<file path="src/rtl/flag_sequencer_pkg.sv">
// Shared encodings and defaults for the flag sequencer and its button conditioning.
// Lives next to the flag colour definitions so every flag-related file sees one set.
package flag_sequencer_pkg;

   localparam int NUM_FLAGS_DEF = 24;
   localparam int V_ACTIVE_DEF  = 480;

   localparam logic [0:0] ST_IDLE = 1'b0;
   localparam logic [0:0] ST_WIPE = 1'b1;

   typedef enum logic [1:0] {
      DIR_NONE = 2'd0,
      DIR_FWD  = 2'd1,
      DIR_BACK = 2'd2
   } dir_t;

   // Two simultaneous edges cancel rather than picking a winner.
   function automatic dir_t decode_req(input logic nxt_pulse, input logic prv_pulse);
      dir_t d;
      d = DIR_NONE;
      if (nxt_pulse && !prv_pulse)
         d = DIR_FWD;
      else if (prv_pulse && !nxt_pulse)
         d = DIR_BACK;
      return d;
   endfunction

endpackage

</file>
<file path="src/rtl/flag_sequencer_btn_sync_edge.sv">
// Two-flop synchroniser followed by a rising-edge detector; a held button
// yields a single one-cycle pulse.
module btn_sync_edge (
   input  logic clk,
   input  logic rst,
   input  logic btn,
   output logic pulse
);

   logic sync_p0;
   logic sync_p1;
   logic sync_p2;

   always_ff @(posedge clk) begin
      if (rst) begin
         sync_p0 <= 1'b0;
         sync_p1 <= 1'b0;
         sync_p2 <= 1'b0;
      end else begin
         sync_p0 <= btn;
         sync_p1 <= sync_p0;
         sync_p2 <= sync_p1;
      end
   end

   // Pulse is combinational so the sequencer consumes it two edges after capture.
   assign pulse = sync_p1 & ~sync_p2;

endmodule

</file>
<file path="src/rtl/flag_sequencer.sv">
// Selects the displayed pride flag and transitions between flags with a
// top-to-bottom wipe driven by button edges or an auto-advance dwell timer.
import flag_sequencer_pkg::*;

module flag_sequencer #(
   parameter int NUM_FLAGS    = NUM_FLAGS_DEF,
   parameter int SEL_W        = 5,
   parameter int DWELL_FRAMES = 180,
   parameter int WIPE_STEP    = 16,
   parameter int V_ACTIVE     = V_ACTIVE_DEF
) (
   input  logic             clk,
   input  logic             rst,
   input  logic             frame_tick,
   input  logic [9:0]       pix_y,
   input  logic             btn_next,
   input  logic             btn_prev,
   input  logic             auto_en,
   output logic [SEL_W-1:0] flag_sel,
   output logic [SEL_W-1:0] flag_cur,
   output logic             busy
);

   localparam int DW_W = (DWELL_FRAMES > 1) ? $clog2(DWELL_FRAMES) : 1;
   localparam logic [SEL_W-1:0] LAST_FLAG  = SEL_W'(NUM_FLAGS - 1);
   localparam logic [DW_W-1:0]  DWELL_LAST = DW_W'(DWELL_FRAMES - 1);
   localparam logic [10:0]      STEP_11    = 11'(WIPE_STEP);
   localparam logic [10:0]      VACT_11    = 11'(V_ACTIVE);
   localparam logic [9:0]       STEP_10    = 10'(WIPE_STEP);

   logic             pulse_next;
   logic             pulse_prev;
   dir_t             req;
   dir_t             pend_eff;
   dir_t             pending;
   logic [0:0]       state;
   logic [SEL_W-1:0] cur;
   logic [SEL_W-1:0] nxt;
   logic [9:0]       wipe_row;
   logic [DW_W-1:0]  dwell;
   logic             wipe_done;

   function automatic logic [SEL_W-1:0] step_flag(input logic [SEL_W-1:0] idx,
                                                  input dir_t              dir);
      logic [SEL_W-1:0] r;
      r = idx;
      if (dir == DIR_FWD)
         r = (idx == LAST_FLAG) ? '0 : idx + SEL_W'(1);
      else if (dir == DIR_BACK)
         r = (idx == '0) ? LAST_FLAG : idx - SEL_W'(1);
      return r;
   endfunction

   btn_sync_edge u_sync_next (
      .clk   (clk),
      .rst   (rst),
      .btn   (btn_next),
      .pulse (pulse_next)
   );

   btn_sync_edge u_sync_prev (
      .clk   (clk),
      .rst   (rst),
      .btn   (btn_prev),
      .pulse (pulse_prev)
   );

   assign req       = decode_req(pulse_next, pulse_prev);
   // A request arriving on the completion cycle is newer than the stored one.
   assign pend_eff  = (req != DIR_NONE) ? req : pending;
   assign wipe_done = ({1'b0, wipe_row} + STEP_11) >= VACT_11;

   always_ff @(posedge clk) begin
      if (rst) begin
         state    <= ST_IDLE;
         cur      <= '0;
         nxt      <= '0;
         wipe_row <= '0;
         dwell    <= '0;
         pending  <= DIR_NONE;
      end else begin
         case (state)
            ST_IDLE: begin
               if (req != DIR_NONE) begin
                  nxt      <= step_flag(cur, req);
                  wipe_row <= '0;
                  dwell    <= '0;
                  state    <= ST_WIPE;
               end else if (!auto_en) begin
                  dwell <= '0;
               end else if (frame_tick) begin
                  if (dwell == DWELL_LAST) begin
                     nxt      <= step_flag(cur, DIR_FWD);
                     wipe_row <= '0;
                     dwell    <= '0;
                     state    <= ST_WIPE;
                  end else begin
                     dwell <= dwell + DW_W'(1);
                  end
               end
            end
            ST_WIPE: begin
               if (req != DIR_NONE)
                  pending <= req;
               if (frame_tick) begin
                  if (wipe_done) begin
                     cur      <= nxt;
                     wipe_row <= '0;
                     pending  <= DIR_NONE;
                     if (pend_eff != DIR_NONE) begin
                        nxt <= step_flag(nxt, pend_eff);
                     end else begin
                        state <= ST_IDLE;
                        dwell <= '0;
                     end
                  end else begin
                     wipe_row <= wipe_row + STEP_10;
                  end
               end
            end
            default: state <= ST_IDLE;
         endcase
      end
   end

   assign busy     = (state == ST_WIPE);
   assign flag_cur = cur;
   assign flag_sel = (busy && (pix_y < wipe_row)) ? nxt : cur;

endmodule

</file>
<file path="config.mk">
export PLATFORM = sky130hd
export DESIGN_NAME = flag_sequencer
export DESIGN_NICKNAME = d
export VERILOG_FILES = /design/src/rtl/flag_sequencer_pkg.sv /design/src/rtl/flag_sequencer_btn_sync_edge.sv /design/src/rtl/flag_sequencer.sv
export SDC_FILE = /design/constraint.sdc
export NUM_CORES = 1
export LEC_CHECK = 0
export BUFFER_PORTS_ARGS = -buffer_cell sky130_fd_sc_hd__buf_2
export CORE_MARGIN = 2
export CORE_UTILIZATION = 35
export CTS_CLUSTER_DIAMETER = 40
export DETAILED_ROUTE_END_ITERATION = 10
export PLACE_DENSITY = 0.55
export SKIP_LAST_GASP = 1
export SLEW_MARGIN = 20
export SYNTH_ARGS = -nofsm -noshare
export SYNTH_HDL_FRONTEND = slang
export SYNTH_HIERARCHICAL = 1
export SYNTH_SLANG_ARGS = --single-unit
</file>
<file path="constraint.sdc">
create_clock -name clk -period 2.6 [get_ports clk]
set_input_delay 0.52 -clock clk [delete_from_list [all_inputs] [get_ports clk]]
set_output_delay 0.52 -clock clk [all_outputs]
set_load 0.02 [all_outputs]
</file>
==> results of run 1 <==
## worst register-to-register path, delay by kind of cell, from the launching register on
kind | cells | cell delay [ps]
adder cells (fa/ha/maj) | 1 | 360
AND/OR/NAND/NOR | 3 | 800
multiplexers | 1 | 310
flip-flops | 1 | 320
buffers and inverters | 1 | 70
AO/OA/AOI/OAI | 2 | 380
## final timing paths
check	start	depth (start not counted)	endpoint
worst max-delay path	wipe_row[4]	8	flag_sel[1]
worst min register to register	u_sync_prev/sync_p0	1	u_sync_prev/sync_p1
worst max register to register	u_sync_next/sync_p1	8	nxt[2]
worst min-delay path	u_sync_prev/sync_p0	1	u_sync_prev/sync_p1
## stage by stage
stage	std cells	hold slack (ps)	util, %
2_1_floorplan	295	413.8	-
3_5_place_dp	406	428.3	39.67
6_report	417	436.4	42.38
5_1_grt	417	439.9	42.38
4_1_cts	416	432.5	42.23
3_3_place_gp	406	415.1	39.67
## metal layers
layer	wire length, um	share of wire (%)	GRT usage [%]	vias up
li1	-	-	-	1163
met5	0	0	0	-
met3	135	2.2	2.892	6
met2	2832	46	27.75	28
met1	3067	50	22.85	1078
met4	62	1.0	4.545	0
## flip-flops by register name, summed over array words and instances (netlist names)
name	count
nxt	5
wipe_row	6
u_sync_next/sync_p1	1
pending	2
u_sync_prev/sync_p0	1
busy	1
flag_cur	5
u_sync_next/sync_p0	1
u_sync_prev/sync_p1	1
dwell	8
u_sync_prev/sync_p2	1
u_sync_next/sync_p2	1
## cells in the final DEF, fill, tap and decap left out, drive strengths merged, types with 3 or more instances in the layout
cell type  synthesis  layout
a31o               3       3
dfxtp             33      33
or3b               3       3
nand4              5       5
nor2              22      22
a21boi             4       4
clkbuf            12       7
inv               17      17
buf                4      34
a21o               3       3
xnor2              6       6
o21a               9       9
o2111ai            5       5
ha                16      16
nand2             22      22
nand3              6       6
o211ai            10      10
nor2b             11      11
xor2               3       3
a211oi             8       8
a211o              4       4
a311oi             3       3
nor3               8       8
mux2i             11      11
o21ai              8       8
a31oi              7       7
and3               5       5
a41oi              3       3
a21oi             14      14
## kinds of logic after synthesis
family / synth area share (%)
DFF: 26.57
buffers and inverters: 5.536
and+or+nand+nor: 21.84
muxes: 5.989
AOI/OAI and AO/OA: 28.84
adders and majority gates: 8.052
xor gates and xnor gates: 3.171
## what timing repair did
| item | CTS | global route |
|---|---|---|
| hold endpoints to repair | 0 | 0 |
| buffers inserted | 2 | 1 |
| endpoints found under the setup margin | 5 | 5 |
| resized for setup | 13 | 1 |
| pin swaps | 9 | 5 |
## area by class of cell
type | count | area [um2]
multi-input cells | 229 | 1713
fillers | 725 | 3936
inverters | 17 | 66.31
well taps | 96 | 120.1
flip-flops and latches | 33 | 666.9
clock buffers | 7 | 86.33
repair buffers | 34 | 212.7
clock inverters | 1 | 30.03
## power by group through the flow
stage	logic, W	registers [W]	clock network [W]
3_5_place_dp	0.000233	0.000554	0
6_report	0.000251	0.000543	0.000507
3_3_place_gp	0.000231	0.000554	0
4_1_cts	0.000247	0.000543	0.000525
5_1_grt	0.000281	0.000546	0.000548
2_1_floorplan	0.000176	0.000544	0
## cells in the mapped netlist (all sizes together), types with 2 or more instances
cell type	n	area share [%]
nor3	8	2.1
clkbuf	12	1.8
xnor2	6	2.1
dfxtp	33	27
a2111oi	2	0.96
a31oi	7	2.0
mux2	2	1.1
nand4	5	1.3
mux2i	11	4.9
nand2b	2	0.50
o21a	9	2.7
nand3b	2	0.60
a311oi	3	1.1
nor2	22	3.3
nor2b	11	3.0
nand2	22	3.3
buf	4	1.2
nand3	6	1.2
a211o	4	1.4
a211oi	8	2.6
or3b	3	1.2
a21boi	4	1.4
xor2	3	1.1
nor3b	2	0.60
o21ai	8	1.6
a21o	3	0.91
and4b	2	0.81
a21oi	14	2.8
o311ai	2	0.70
o211ai	10	3.2
inv	17	2.6
a31o	3	1.1
and3	5	1.3
o31a	2	0.70
ha	16	8.1
a41oi	3	1.1
o2111ai	5	1.8
==> flow_summary_export.csv, run 1 <==
group,metric,value,unit
sta,rsz0062_at_grt,"true",
synthesis,ys_ff_latch,33,
global_routing,grt_pass1_wl,10.50,mm
synthesis,syn-num-nets,327,
final_layout,area_growth,16.46,%
final_layout,antenna-diode-count,0,
synthesis,syn-cell-area,0.002486,mm2
global_routing,grt_pass1_vias,2188,
clock_tree,clk_pin_slew,70,ps
run_status,status,"finished clean",
critical_path,path_max_fanout,5,
critical_path,required,2080,ps
floorplan,start_util,36.39,%
final_layout,drive_gt1_share,21.18,%
sta,period_share,99.00,%
synthesis,syn_avg_cell_area,8.428,um2
critical_path,slowest_stage,"dfxtp_2",
sta,relSlewSlack,67.75,%
placement,place_hpwl,4.433,mm
critical_path,worst_setup_path_start_kind,"flip-flop",
floorplan,fp.dieW,88.28,um
floorplan,die_h,88.28,um
power,seqPwrFrac,41.7,%
synthesis,synth.distinct_cells,64,
routing,avgViaCountPerCell,5.456,
routing,firstDrtPassIters,4,
sta,maxSlewViolCount,0,
sta,fin_setup_tns,0,ps
clock_tree,cts_tree,"built",
synthesis,ys_seq_area_share,26.57,%
sta,setup_violations,0,
final_layout,nets,352,
synthesis,synth_ff_type,"dfxtp_1",
routing,drt-total-wl,6.098,mm
critical_path,r2r_slack,300,ps
critical_path,cp_num_buf_inv,2,
global_routing,grt_max_degree,28,
power,switchingPower,0.0003574,W
routing,drc,0,
floorplan,rows,30,
synthesis,yosys_warnings,6,
critical_path,crit_type,"flip-flop to primary output",
power,vdd_drop_max,0.0002082,V
clock_tree,htreeDepth,2,
power,combPwrFrac,19.3,%
routing,dr_total_vias,2275,
clock_tree,cts_buffer_depth,2,
sta,tightest_slew,483.1,ps
placement,port-buffer-count,22,
global_routing,grt_util_all_layers,16.85,%
sta,setup_ws,26.06,ps
power,power.density,449.7,mW/mm2
routing,wire_per_inst,14.62,um
power,p_int,0.0009447,W
synthesis,postSynthCellCount,295,
sta,clock.fmax,388.5,MHz
power,total_power,0.001302,W
floorplan,io_pins,27,
clock_tree,hold_buffers,0,
global_routing,overflow,0,
critical_path,crit_family,"compound AO/OA/AOI/OAI gates",
synthesis,synth_edf_count,0,
synthesis,async_flop_share,0,%
clock_tree,cts_root_buffer,"clkbuf_8",
power,p_sw_share,27.45,%
critical_path,cpMostUsedCell,"o21a_1",
critical_path,path_cells,"inv_2 -> ha_4 -> o21a_1 -> o21a_1 -> o21a_1 -> o31a_1 -> o211ai_1 -> buf_4",
clock_tree,cts.sinks,33,
clock_tree,clk_latency,290,ps
floorplan,dieArea,0.007793,mm2
final_layout,final_cell_area,0.002895,mm2
sta,period_needed,2574,ps
hold_path,min_path_type,"flip-flop to flip-flop",
placement,place_congestion,0.8428,
flow_run,max_cap_violations,0,
power,leakage,1.097,nW
critical_path,crit_arrival,2050,ps
global_routing,antenna_found_initial,0,
power,clockPowerShare,39.0,%
routing,drt_iter0_drc,172,
critical_path,timing.critical_path.slowest_cell_delay,320,ps
floorplan,core_area,0.006832,mm2
routing,detail-route-antenna-nets,0,
sta,fin_skew,4.970,ps
placement,place_ws,-36.10,ps
critical_path,worstSetupEndpointType,"primary output",
placement,placed_area,0.002710,mm2
clock_tree,cts_buffers,5,
sta,finalHoldViolCount,0,
Power figures use the tool's default switching activity.
==> run 2, diff against run 1 <==
--- a/config.mk
+++ b/config.mk
@@ -7,10 +7,10 @@
 export LEC_CHECK = 0
 export BUFFER_PORTS_ARGS = -buffer_cell sky130_fd_sc_hd__buf_2
 export CORE_MARGIN = 2
-export CORE_UTILIZATION = 35
+export CORE_UTILIZATION = 45
 export CTS_CLUSTER_DIAMETER = 40
 export DETAILED_ROUTE_END_ITERATION = 10
-export PLACE_DENSITY = 0.55
+export PLACE_DENSITY = 0.67
 export SKIP_LAST_GASP = 1
 export SLEW_MARGIN = 20
 export SYNTH_ARGS = -nofsm -noshare
==> run 2 against run 1 <==
  * Worst hold slack gained 3.5 ps
  * Fmax is essentially flat
  * Critical path depth is the same
  * Register-to-register slack lost 120 ps
  * Cell area shrank 2.7%
  * Combinational power is essentially flat
  * Sequential cell count is the same
  * Clock power shrank 22%
  * Die area shrank 21%
  * Critical path type is now primary input to primary output
  * Critical endpoint is now flag_sel[3]
==> flow_summary_export.csv, run 2 (synthesis gave the netlist of run 1 again) <==
group,metric,value,unit
final_layout,instances_no_fill,390,
power,leakage,1.073,nW
routing,avgViaCountPerCell,5.941,
critical_path,crit_start,"pix_y[4]",
critical_path,slowest_stage,"o31a_1",
final_layout,drive_gt1_share,20.13,%
critical_path,cp_num_cells,8,
hold_path,holdPathStages,1,
critical_path,r2r_slack,180,ps
clock_tree,clk_pin_slew,60,ps
placement,place_hpwl,4.165,mm
final_layout,top_regs,"dwell: 8 flops, wipe_row: 6 flops",
final_layout,final_common_cell,"dfxtp_1",
sta,maxSlewViolCount,0,
critical_path,crit_family,"compound AO/OA/AOI/OAI gates",
floorplan,core_area,0.005405,mm2
routing,firstDrtPassIters,4,
clock_tree,clk_latency,280,ps
floorplan,start_util,46.00,%
routing,detail-route-antenna-nets,0,
critical_path,worstSetupEndpointType,"primary output",
final_layout,area_growth,13.29,%
placement,dp_cells,381,
sta,tightest_slew,679.4,ps
critical_path,required,2080,ps
placement,port-buffer-count,22,
final_layout,nets,350,
final_layout,final_util,52.11,%
global_routing,grt_pass1_wl,9.860,mm
sta,finalHoldViolCount,0,
sta,clock.fmax,388.8,MHz
power,total_power,0.001180,W
sta,fin_skew,5.181,ps
routing,drt_iter0_drc,163,
sta,rsz0062_at_grt,"true",
critical_path,critPathCapture,"flag_sel[3]",
routing,drc,0,
flow_run,max_cap_violations,0,
critical_path,worst_setup_path_start_kind,"primary input",
floorplan,fp.dieW,78.33,um
power,power.density,419.1,mW/mm2
sta,setup_violations,0,
critical_path,r2r-start,"u_sync_next/sync_p1",
critical_path,timing.critical_path.slowest_cell_delay,310,ps
routing,wire_per_inst,14.86,um
global_routing,grt_util_all_layers,19.83,%
critical_path,path_max_fanout,5,
final_layout,final_cell_mix,"dfxtp_1 (31), nor2_1 (22), nand2_1 (22)",
final_layout,largest_reg_flops,8,
hold_path,min_path_type,"flip-flop to flip-flop",
global_routing,antenna_found_initial,0,
placement,place_congestion,0.8685,
critical_path,cp_num_buf_inv,2,
clock_tree,cts_root_buffer,"clkbuf_8",
routing,drt-total-wl,5.794,mm
sta,period_share,98.91,%
clock_tree,htreeDepth,2,
final_layout,antenna-diode-count,0,
critical_path,reg2reg_to,"nxt[1]",
critical_path,crit_arrival,2050,ps
floorplan,io_pins,27,
global_routing,grt_max_degree,28,
floorplan,die_h,78.33,um
clock_tree,cts_tree,"built",
final_layout,largest-register,"dwell",
routing,dr_total_vias,2317,
clock_tree,cts_buffers,5,
critical_path,path_cells,"buf_2 -> ha_4 -> o21a_1 -> o21a_1 -> o21a_1 -> o31a_1 -> o211ai_1 -> buf_4",
critical_path,reg2reg_depth,9,
run_status,status,"finished clean",
global_routing,grt_pass1_vias,2086,
critical_path,crit_type,"primary input to primary output",
clock_tree,cts_buffer_depth,2,
sta,relSlewSlack,54.37,%
global_routing,overflow,0,
hold_path,hp-start,"u_sync_next/sync_p0",
floorplan,rows,27,
critical_path,cpMostUsedCell,"o21a_1",
clock_tree,cts.sinks,33,
floorplan,dieArea,0.006136,mm2
sta,period_needed,2572,ps
power,vdd_drop_max,0.0002646,V
-- run 2: routing by layer --
metal  GRT usage (%)  vias up  routed length, um
met5               0        -                  0
met4           5.263        0                 59
met3           3.333        8                242
met2           31.55       63               2707
met1           27.81     1092               2785
li1                -     1154                  -
-- run 2: per-stage QoR --
stage | TNS, ps | cell area (um2) | setup WS (ps) | hold slack, ps
finish | 0 | 2816 | 28.24 | 439.9
global route | -280.1 | 2816 | -81.62 | 463.8
CTS | -87.16 | 2816 | -34.61 | 447.3
detailed placement | -93.24 | 2673 | -35.51 | 428.7
global placement | -3.208 | 2673 | -3.208 | 418.7
floorplan | 0 | 2486 | 51.40 | 413.8
-- run 2: worst min path at each step --
stage / end / slack, ps
after floorplan: u_sync_next/sync_p1 / 410
after global placement: u_sync_next/sync_p1 / 420
after detailed placement: u_sync_next/sync_p1 / 430
after CTS: u_sync_next/sync_p0 / 450
after global routing: u_sync_next/sync_p1 / 460
final: u_sync_next/sync_p1 / 440
-- run 2: power breakdown --
group	leakage, nW	internal [W]	switching [W]	total [W]
Sequential	0.269	0.000521	0.0000181	0.000539
Clock	0.0443	0.000210	0.000183	0.000393
Combinational	0.759	0.000107	0.000141	0.000248
Total	1.07	0.000839	0.000342	0.00118
-- run 2: repair_timing --
| item | 4_1_cts | 5_1_grt |
|---|---|---|
| pin swaps | 8 | 4 |
| resized for setup | 12 | 0 |
| setup endpoints to repair | 5 | 5 |
| cloned | 0 | 0 |
| buffers inserted | 2 | 0 |
| hold buffers | 0 | 0 |
-- run 2: worst reg2reg max path, delay by kind of cell (launching register included) --
kind,cells,cell delay [ps]
AOI/OAI and AO/OA,2,630
DFF,1,330
adders and majority gates,1,430
and+or+nand+nor,3,470
muxes,1,220
buffers and inverters,2,280
-- run 2: cell type report --
cell class / instances / area (um2)
clock buffers: 7 / 86.33
fillers: 537 / 2589
inverters: 17 / 63.81
multi-input cells: 229 / 1713
flip-flops and latches: 33 / 665.6
well taps: 72 / 90.09
repair buffers: 32 / 197.7
==> run 3, diff against run 2 <==
--- a/config.mk
+++ b/config.mk
@@ -6,11 +6,12 @@
 export NUM_CORES = 1
 export LEC_CHECK = 0
 export BUFFER_PORTS_ARGS = -buffer_cell sky130_fd_sc_hd__buf_2
+export CORE_ASPECT_RATIO = 0.75
 export CORE_MARGIN = 2
-export CORE_UTILIZATION = 45
+export CORE_UTILIZATION = 53
 export CTS_CLUSTER_DIAMETER = 40
 export DETAILED_ROUTE_END_ITERATION = 10
-export PLACE_DENSITY = 0.67
+export PLACE_DENSITY = 0.79
 export SKIP_LAST_GASP = 1
 export SLEW_MARGIN = 20
 export SYNTH_ARGS = -nofsm -noshare
==> constraint.sdc (replaced) <==
create_clock -name clk -period 2.1 [get_ports clk]
set_input_delay 0.42 -clock clk [delete_from_list [all_inputs] [get_ports clk]]
set_output_delay 0.42 -clock clk [all_outputs]
set_load 0.02 [all_outputs]
==> run 3 against run 2 <==
  * The flow now finishes with violations (setup timing)
  * Cell area increased by 15%
  * Utilization increased by 20 points
  * Critical path depth stayed put
  * Sequential cell count unchanged
  * Sequential share of layout area down 3.0 points
  * Critical endpoint unchanged
  * Clock skew is 1.3 ps higher
  * Via count grew 9.8%
  * Sequential power is 24% higher
  * Combinational power is 62% higher
  * Global-route usage increased by 5.2 points
==> flow_summary_export.csv, run 3 (synthesis gave the netlist of run 1 again) <==
group,metric,value,unit
global_routing,overflow,0,
floorplan,dieArea,0.005261,mm2
sta,rsz0062_at_grt,"true",
final_layout,final_common_cell,"buf_4",
power,total_power,0.001670,W
power,leakage,1.263,nW
sta,clock.fmax,393.9,MHz
floorplan,start_util,55.33,%
final_layout,instances_no_fill,405,
routing,wl_met1,3.033,mm
final_layout,antenna-diode-count,0,
final_layout,area_growth,30.55,%
global_routing,grt_pass1_wl,10.82,mm
critical_path,worstSetupEndpointType,"primary output",
global_routing,grt_util_all_layers,24.99,%
critical_path,worst_setup_path_start_kind,"flip-flop",
hold_path,min_path_type,"primary input to flip-flop",
clock_tree,cts_tree,"built",
critical_path,crit_family,"compound AO/OA/AOI/OAI gates",
critical_path,crit_arrival,2120,ps
routing,wire_per_inst,16.96,um
global_routing,antenna_found_initial,0,
critical_path,timing.critical_path.slowest_cell_delay,370,ps
sta,setup_ws,-438.6,ps
clock_tree,cts_root_buffer,"clkbuf_8",
final_layout,largest_reg_flops,8,
critical_path,crit_type,"flip-flop to primary output",
sta,holdWs,343.5,ps
clock_tree,htreeDepth,2,
power,vdd_drop_max,0.0003526,V
sta,period_needed,2539,ps
sta,fin_setup_tns,-2303,ps
routing,routed-wl-met3,419,um
critical_path,cp_num_buf_inv,2,
floorplan,die_h,63.32,um
routing,drt_iter0_drc,203,
final_layout,final_cell_mix,"buf_4 (41), dfxtp_1 (29), nand2_1 (21)",
global_routing,grt_pass1_vias,2283,
critical_path,slowest_stage,"dfxtp_4",
placement,dp_cells,390,
routing,routed.top_layer,"met4",
clock_tree,hold_buffers,0,
routing,firstDrtPassIters,5,
sta,relSlewSlack,57.03,%
floorplan,io_pins,27,
final_layout,largest-register,"dwell",
clock_tree,clk_latency,290,ps
critical_path,cpMostUsedCell,"o21a_1",
flow_run,max_cap_violations,0,
final_layout,nets,379,
clock_tree,clk_pin_slew,70,ps
clock_tree,cts_buffer_depth,2,
routing,dr_wl_met2,3.365,mm
critical_path,required,1680,ps
routing,drt-total-wl,6.868,mm
placement,port-buffer-count,22,
sta,fin_skew,6.500,ps
final_layout,top_regs,"dwell: 8 flops, wipe_row: 6 flops",
routing,avgViaCountPerCell,6.279,
clock_tree,cts_buffers,5,
run_status,failed_checks,"setup timing",
sta,period_share,120.9,%
final_layout,multi_input_area,0.001906,mm2
clock_tree,cts.sinks,33,
run_status,status,"complete, but fails checks",
floorplan,fp.dieW,83.09,um
sta,finalHoldViolCount,0,
final_layout,regArea,668.1,um2
routing,detail-route-antenna-nets,0,
routing,dr_total_vias,2543,
sta,tightest_slew,628.3,ps
critical_path,path_cells,"inv_4 -> ha_4 -> o21a_1 -> o21a_1 -> o21a_1 -> o31a_1 -> o211ai_1 -> buf_4",
placement,place_hpwl,4.393,mm
placement,place_congestion,0.8847,
final_layout,drive_gt1_share,34.20,%
routing,drc,0,
floorplan,core_area,0.004493,mm2
final_layout,final_util,72.24,%
sta,setup_violations,12,
critical_path,path_max_fanout,5,
final_layout,fillers,355,
power,power.density,514.6,mW/mm2
global_routing,grt_max_degree,28,
sta,maxSlewViolCount,0,
floorplan,rows,21,
## run 3: repair_timing
item / CTS / global route
gates resized for setup: 15 / 29
pin swaps: 13 / 18
cloned: 0 / 0
setup buffers: 3 / 6
endpoints found under the setup margin: 29 / 23
## run 3: worst paths after layout
check | from | to | slack, ps | cells after the start
max | wipe_row[4] | flag_sel[3] | -440 | 8
min | btn_next | u_sync_next/sync_p0 | 340 | 2
max reg2reg | flag_cur[0] | nxt[1] | -120 | 6
min reg2reg | u_sync_prev/sync_p0 | u_sync_prev/sync_p1 | 440 | 1
## run 3: cell type report
type	count	area share [%]
multi-input combinational	229	58.71
sequential	33	20.59
timing repair buffer	61	13.15
clock buffer	6	2.236
tap	57	2.197
inverter	17	2.043
clock inverter	2	1.079
## run 3: stage by stage
stage / worst slack (ps) / cell area, um2
6_report: -438.6 / 3246
5_1_grt: -533.7 / 3246
4_1_cts: -444.1 / 3068
3_5_place_dp: -312.2 / 2884
3_3_place_gp: -310.8 / 2884
2_1_floorplan: -223.1 / 2540
## run 3: layer usage
layer  vias up  global-route usage (%)
met2        99                   40.93
met5         -                       0
met4         0                   6.352
li1       1213                       -
met1      1224                   33.55
met3         7                   5.505
## run 3: power by group
part,internal [W],switching (W)
Clock,0.000352,0.000245
Sequential,0.000646,0.0000238
Combinational,0.000190,0.000213
